<file path="src/rtl/ram_arbiter_pkg.sv">
// Shared RAM port types plus the boot/run arbiter state and response-owner encodings.
package pkg_ram;
    localparam int RAM_ADDRW = 16;
    localparam int RAM_QUADW = 64;

    typedef logic [RAM_QUADW-1:0] ram_quad_t;

    typedef enum logic [1:0] {RAM_NOP, RAM_LOAD, RAM_STORE} ram_op_t;
    typedef enum logic [1:0] {RAM_BYTE, RAM_HALF, RAM_WORD, RAM_QUAD} ram_size_t;

    typedef struct packed {
        ram_op_t                op;
        logic [RAM_ADDRW-1:0]   addr;
        ram_size_t              size;
        ram_quad_t              data;
    } ram_req_t;

    typedef enum logic [1:0] {ARB_LOAD, ARB_DRAIN, ARB_RUN} arb_state_t;
    typedef enum logic [1:0] {OWN_NONE, OWN_CPU, OWN_MON} arb_owner_t;
endpackage

</file>
<file path="src/rtl/ram_arbiter_rsp_tag.sv">
// Owner-tag delay line: the tag pushed alongside an issued RAM op reaches the tap
// exactly when that op's load data appears on ram_rdata.
module ram_rsp_tag
    import pkg_ram::*;
#(
    parameter int LOAD_LAT = 2
) (
    input  logic       clk,
    input  logic       rst,
    input  arb_owner_t push,
    output arb_owner_t tap
);
    arb_owner_t pipe [LOAD_LAT];

    always_ff @(posedge clk) begin
        if (rst) begin
            for (int i = 0; i < LOAD_LAT; i++) pipe[i] <= OWN_NONE;
        end else begin
            pipe[0] <= push;
            for (int i = 1; i < LOAD_LAT; i++) pipe[i] <= pipe[i-1];
        end
    end

    assign tap = pipe[LOAD_LAT-1];
endmodule

</file>
<file path="src/rtl/ram_arbiter.sv">
// Single-port RAM owner: loader-only boot, a drain gap, then CPU/monitor round-robin
// with load responses routed back to the issuing port.
module ram_arbiter
    import pkg_ram::*;
#(
    parameter int LOAD_LAT = 2
) (
    input  logic                 clk,
    input  logic                 rst,
    input  ram_op_t              ld_op,
    input  logic [RAM_ADDRW-1:0] ld_addr,
    input  ram_size_t            ld_size,
    input  ram_quad_t            ld_data,
    input  logic                 ld_done,
    input  ram_op_t              cpu_op,
    input  logic [RAM_ADDRW-1:0] cpu_addr,
    input  ram_size_t            cpu_size,
    input  ram_quad_t            cpu_data,
    output logic                 cpu_gnt,
    output logic                 cpu_rvalid,
    output ram_quad_t            cpu_rdata,
    input  ram_op_t              mon_op,
    input  logic [RAM_ADDRW-1:0] mon_addr,
    input  ram_size_t            mon_size,
    input  ram_quad_t            mon_data,
    output logic                 mon_gnt,
    output logic                 mon_rvalid,
    output ram_quad_t            mon_rdata,
    output logic                 run,
    output ram_op_t              ram_op,
    output logic [RAM_ADDRW-1:0] ram_addr,
    output ram_size_t            ram_size,
    output ram_quad_t            ram_data,
    input  ram_quad_t            ram_rdata
);
    localparam int CNTW = $clog2(LOAD_LAT + 2);

    arb_state_t      state, state_nxt;
    logic [CNTW-1:0] drain_cnt;
    arb_owner_t      last, ram_own, tap;
    logic            cpu_req, mon_req;
    ram_req_t        sel;
    arb_owner_t      sel_own;

    always_ff @(posedge clk) begin
        if (rst) state <= ARB_LOAD;
        else     state <= state_nxt;
    end

    always_comb begin
        state_nxt = state;
        case (state)
            ARB_LOAD:  if (ld_done) state_nxt = ARB_DRAIN;
            ARB_DRAIN: if (drain_cnt == CNTW'(LOAD_LAT)) state_nxt = ARB_RUN;
            ARB_RUN:   state_nxt = ARB_RUN;
            default:   state_nxt = ARB_LOAD;
        endcase
    end

    // Counts 0..LOAD_LAT inside DRAIN so every boot-time load has retired.
    always_ff @(posedge clk) begin
        if (rst || state != ARB_DRAIN) drain_cnt <= '0;
        else                           drain_cnt <= drain_cnt + CNTW'(1);
    end

    assign run     = (state == ARB_RUN);
    assign cpu_req = run && (cpu_op != RAM_NOP);
    assign mon_req = run && (mon_op != RAM_NOP);
    assign cpu_gnt = cpu_req && (!mon_req || last != OWN_CPU);
    assign mon_gnt = mon_req && !cpu_gnt;

    always_comb begin
        sel     = '{op: RAM_NOP, addr: ram_addr, size: ram_size, data: ram_data};
        sel_own = OWN_NONE;
        if (state == ARB_LOAD && ld_op != RAM_NOP) begin
            sel = '{op: ld_op, addr: ld_addr, size: ld_size, data: ld_data};
        end else if (cpu_gnt) begin
            sel     = '{op: cpu_op, addr: cpu_addr, size: cpu_size, data: cpu_data};
            sel_own = (cpu_op == RAM_LOAD) ? OWN_CPU : OWN_NONE;
        end else if (mon_gnt) begin
            sel     = '{op: mon_op, addr: mon_addr, size: mon_size, data: mon_data};
            sel_own = (mon_op == RAM_LOAD) ? OWN_MON : OWN_NONE;
        end
    end

    always_ff @(posedge clk) begin
        if (rst) begin
            ram_op   <= RAM_NOP;
            ram_addr <= '0;
            ram_size <= RAM_BYTE;
            ram_data <= '0;
            ram_own  <= OWN_NONE;
            last     <= OWN_MON;
        end else begin
            ram_op   <= sel.op;
            ram_addr <= sel.addr;
            ram_size <= sel.size;
            ram_data <= sel.data;
            ram_own  <= sel_own;
            if (cpu_gnt)      last <= OWN_CPU;
            else if (mon_gnt) last <= OWN_MON;
        end
    end

    // The owner is pushed as its op leaves ram_op, so the tag lines up with ram_rdata.
    ram_rsp_tag #(.LOAD_LAT(LOAD_LAT)) u_rsp_tag (
        .clk  (clk),
        .rst  (rst),
        .push (ram_own),
        .tap  (tap)
    );

    assign cpu_rvalid = (tap == OWN_CPU);
    assign mon_rvalid = (tap == OWN_MON);
    assign cpu_rdata  = cpu_rvalid ? ram_rdata : '0;
    assign mon_rdata  = mon_rvalid ? ram_rdata : '0;
endmodule
</file>
<file path="config.mk">
export PLATFORM = sky130hd
export DESIGN_NAME = ram_arbiter
export DESIGN_NICKNAME = d
export VERILOG_FILES = /design/src/rtl/ram_arbiter_pkg.sv /design/src/rtl/ram_arbiter_rsp_tag.sv /design/src/rtl/ram_arbiter.sv
export SDC_FILE = /design/constraint.sdc
export NUM_CORES = 1
export LEC_CHECK = 0
export CAP_MARGIN = 0
export CORE_AREA = 2 2 208 210
export CTS_BUF_LIST = sky130_fd_sc_hd__clkbuf_4 sky130_fd_sc_hd__clkbuf_8 sky130_fd_sc_hd__clkbuf_16
export CTS_CLUSTER_SIZE = 30
export DETAILED_ROUTE_END_ITERATION = 12
export DIE_AREA = 0 0 210 212
export SLEW_MARGIN = 10
export SYNTH_ARGS = -nofsm -noshare
export SYNTH_HDL_FRONTEND = slang
export SYNTH_SLANG_ARGS = --single-unit
</file>
<file path="constraint.sdc">
create_clock -name clk -period 2.23 [get_ports clk]
set_input_delay 0.5575 -clock clk [delete_from_list [all_inputs] [get_ports clk]]
set_output_delay 0.5575 -clock clk [all_outputs]
set_load 0.005 [all_outputs]
</file>
==> impl_metrics.py <==
metrics = {
    "power_and_ir_drop": {
        "internal-power_mw": 4.81,
        "ir_drop_mv": 0.418,
        "p_leak_nw": 6.20,
        "seqPwrFrac_pct": 29.3,
        "p_switching_mw": 2.34,
        "switching_share_pct": 32.7,
        "cellPowerDensity_nw_per_um2": 544,
        "power_mw": 7.15,
        "p_clk_share_pct": 26.7,
        "comb_power_share_pct": 44.0,
    },
    "final_layout": {
        "nFillCells": 4496,
        "regArea_um2": 1930,
        "utilization_pct": 30.9,
        "drive_above_1_share_pct": 16.6,
        "nets": 1620,
        "multi_input_area_um2": 4270,
        "final_cell_mix": "394 x clkdlybuf4s50_1, 208 x and2_1, 93 x dfxtp_1",
        "area_growth_pct": 99.4,
        "mostFrequentLayoutCell": "clkdlybuf4s50_1",
    },
    "timing": {
        "setup_viol": 0,
        "rsz0062_at_grt": "yes",
        "relSlewSlack_pct": 44.7,
        "worstMarginPinSlew_ns": 0.830,
        "hold_violations": 0,
        "setup_slack_ns": 0.00590,
        "period_share_pct": 99.7,
        "slew_violations": 0,
        "worst_hold_slack_ns": 0.412,
        "skew_ns": 0.00635,
        "post-route-min-period_ns": 2.22,
        "fmax_mhz": 450,
    },
    "clock_tree": {
        "ctsRootBufferMaster": "clkbuf_16",
        "clk_latency_ns": 0.36,
        "clkTransAtPathRegs_ns": 0.07,
        "cts_buffers": 9,
        "postCtsHoldBufs": 0,
        "cts_max_level": 3,
        "cts_tree": "done",
        "clock_sinks": 96,
        "clock_path_buffers": 2,
    },
    "flow_run": {
        "drv_cap": 0,
    },
    "synthesis": {
        "synth_top_area_cell": "dfxtp_1",
        "synthTopCellsByArea": "dfxtp_1 29%, and2_1 20%, mux2i_1 12%, o22ai_2 9.7%, and3_1 7.8%",
        "netlist.area_leader.share_pct": 29.2,
        "ys_warn_count": 0,
        "syn_area_um2": 6580,
        "ys_seq_area_share_pct": 29.2,
        "synth_seq_cells": 96,
        "synth_cells": 764,
        "yosysUniqueCellTypes": 31,
        "synth_fp_nets": 1087,
        "avgSynthCellArea_um2": 8.62,
    },
    "run_status": {
        "outcome": "completed",
    },
    "placed_design": {
        "dp_hpwl_um": 28700,
        "port_buffers": 535,
        "place_congestion": 0.889,
        "dp_worst_setup_slack_ns": -0.457,
    },
    "floorplanning": {
        "die_h_um": 212,
        "coreArea_um2": 42500,
        "ios": 536,
        "die_w_um": 210,
        "fp-row-count": 76,
        "die_area_um2": 44500,
        "start_util_pct": 15.5,
    },
    "worst_setup_path": {
        "start_kind": "register",
        "arrival_ns": 1.67,
        "critPathBufInv": 4,
        "cp-end-kind": "output pin",
        "cpPeakStageDelay_ns": 0.33,
        "cp_slowest_cell": "dfxtp_2",
        "required_ns": 1.67,
        "worst-path-max-fanout": 19,
        "crit_type": "reg -> out",
        "cp_top_family": "buffers and inverters",
        "crit_chain": "buf_6 > nor2b_4 > buf_4 > clkbuf_16 > and2_1 > dlygate4sd2_1",
    },
    "worst_hold_path": {
        "min_path_type": "reg -> reg",
    },
    "route": {
        "vias": 7871,
        "met2_length_um": 19300,
        "first_pass_iters": 6,
        "drt-initial-drc-count": 318,
        "wl_met1_um": 14300,
        "vias_per_cell": 4.25,
        "wire_per_inst_um": 20.5,
        "wl_um": 38000,
        "route.detailed.drc": 0,
        "wl_met3_um": 2660,
        "top_layer": "met5",
        "postRouteAntennaNets": 0,
    },
    "global_route": {
        "overflow": 0,
        "grt_max_degree": 88,
        "grt_first_pass_wirelength_um": 52600,
        "grt_pass1_vias": 8048,
        "antenna_found_initial": 9,
        "grt_usage_pct": 16.0,
    },
}
logic make-up (layout without fill, tap and decap cells):
kind of cell	count (synthesis)	after routing	share of synthesized area [%]
mux	82	82	12.5
compound gates	178	178	20.5
flops	96	96	29.2
simple gates	319	319	30.0
other cells	0	5	0
buf+inv	85	623	7.15
fa+ha+maj	4	4	0.760
flip-flops by register name, indices dropped and copies added, names as in the netlist:
name / flops
ram_data: 64
ram_addr: 16
u_rsp_tag.pipe: 4
drain_cnt: 2
last: 2
ram_op: 2
ram_own: 2
ram_size: 2
state: 2
final timing paths:
check | from | to | slack, ns | cells past startpoint
hold / removal | drain_cnt[0] | drain_cnt[0] | 0.41 | 1
hold reg to reg | drain_cnt[0] | drain_cnt[0] | 0.41 | 1
setup / recovery | u_rsp_tag.pipe[0][2] | mon_rdata[0] | 0.006 | 6
setup reg to reg | state[0] | ram_data[19] | 0.21 | 9
stage by stage:
| stage | cell area [µm²] | TNS, ns | cells |
|---|---|---|---|
| floorplan | 6580 | 0 | 764 |
| global placement | 12700 | -34.27 | 1807 |
| detailed placement | 12700 | -35.80 | 1807 |
| CTS | 13100 | -0.986 | 1834 |
| global route | 13100 | -1.69 | 1853 |
| finish | 13100 | 0 | 1853 |
synth_stat cells, drive strengths merged:
library cell / count
and2: 211
dfxtp: 96
a21oi: 85
and3: 82
mux2i: 82
o22ai: 82
clkbuf: 43
buf: 36
nor2: 9
inv: 6
nor2b: 6
ha: 4
nand2b: 4
o21a: 3
o21ai: 3
a311oi: 2
and4b: 2
nand2: 2
nand3: 2
a211oi: 1
a31oi: 1
o41ai: 1
or3: 1
metal layers:
layer  track usage [%]  up-vias
li1                  -     3743
met1              17.0     3671
met2              28.8      391
met3              4.36       62
met4              8.80        4
met5                 0        -
power by group through the flow:
stage	logic [mW]	registers, mW	clock network (mW)
2_1_floorplan	1.44	2.12	0
3_3_place_gp	3.13	2.12	0
3_5_place_dp	3.15	2.12	0
4_1_cts	3.17	2.09	2.00
5_1_grt	3.37	2.12	2.05
6_report	3.15	2.09	1.91
repair_timing:
| action | 4_1_cts | 5_1_grt |
|---|---|---|
| setup endpoints to repair | 138 | 41 |
| pin swaps | 2 | 0 |
| resized for setup | 192 | 111 |
| cloned | 4 | 4 |
| setup buffers | 7 | 12 |
layout make-up:
| class | instances | share of cell area, % |
|---|---|---|
| diodes | 5 | 0.0953 |
| clock buffers | 10 | 1.82 |
| clock inverters | 6 | 0.877 |
| inverters | 6 | 0.172 |
| multi-input cells | 583 | 32.5 |
| flip-flops and latches | 96 | 14.7 |
| well taps | 546 | 5.20 |
| repair buffers | 601 | 44.6 |
Power figures use the tool's default switching activity.
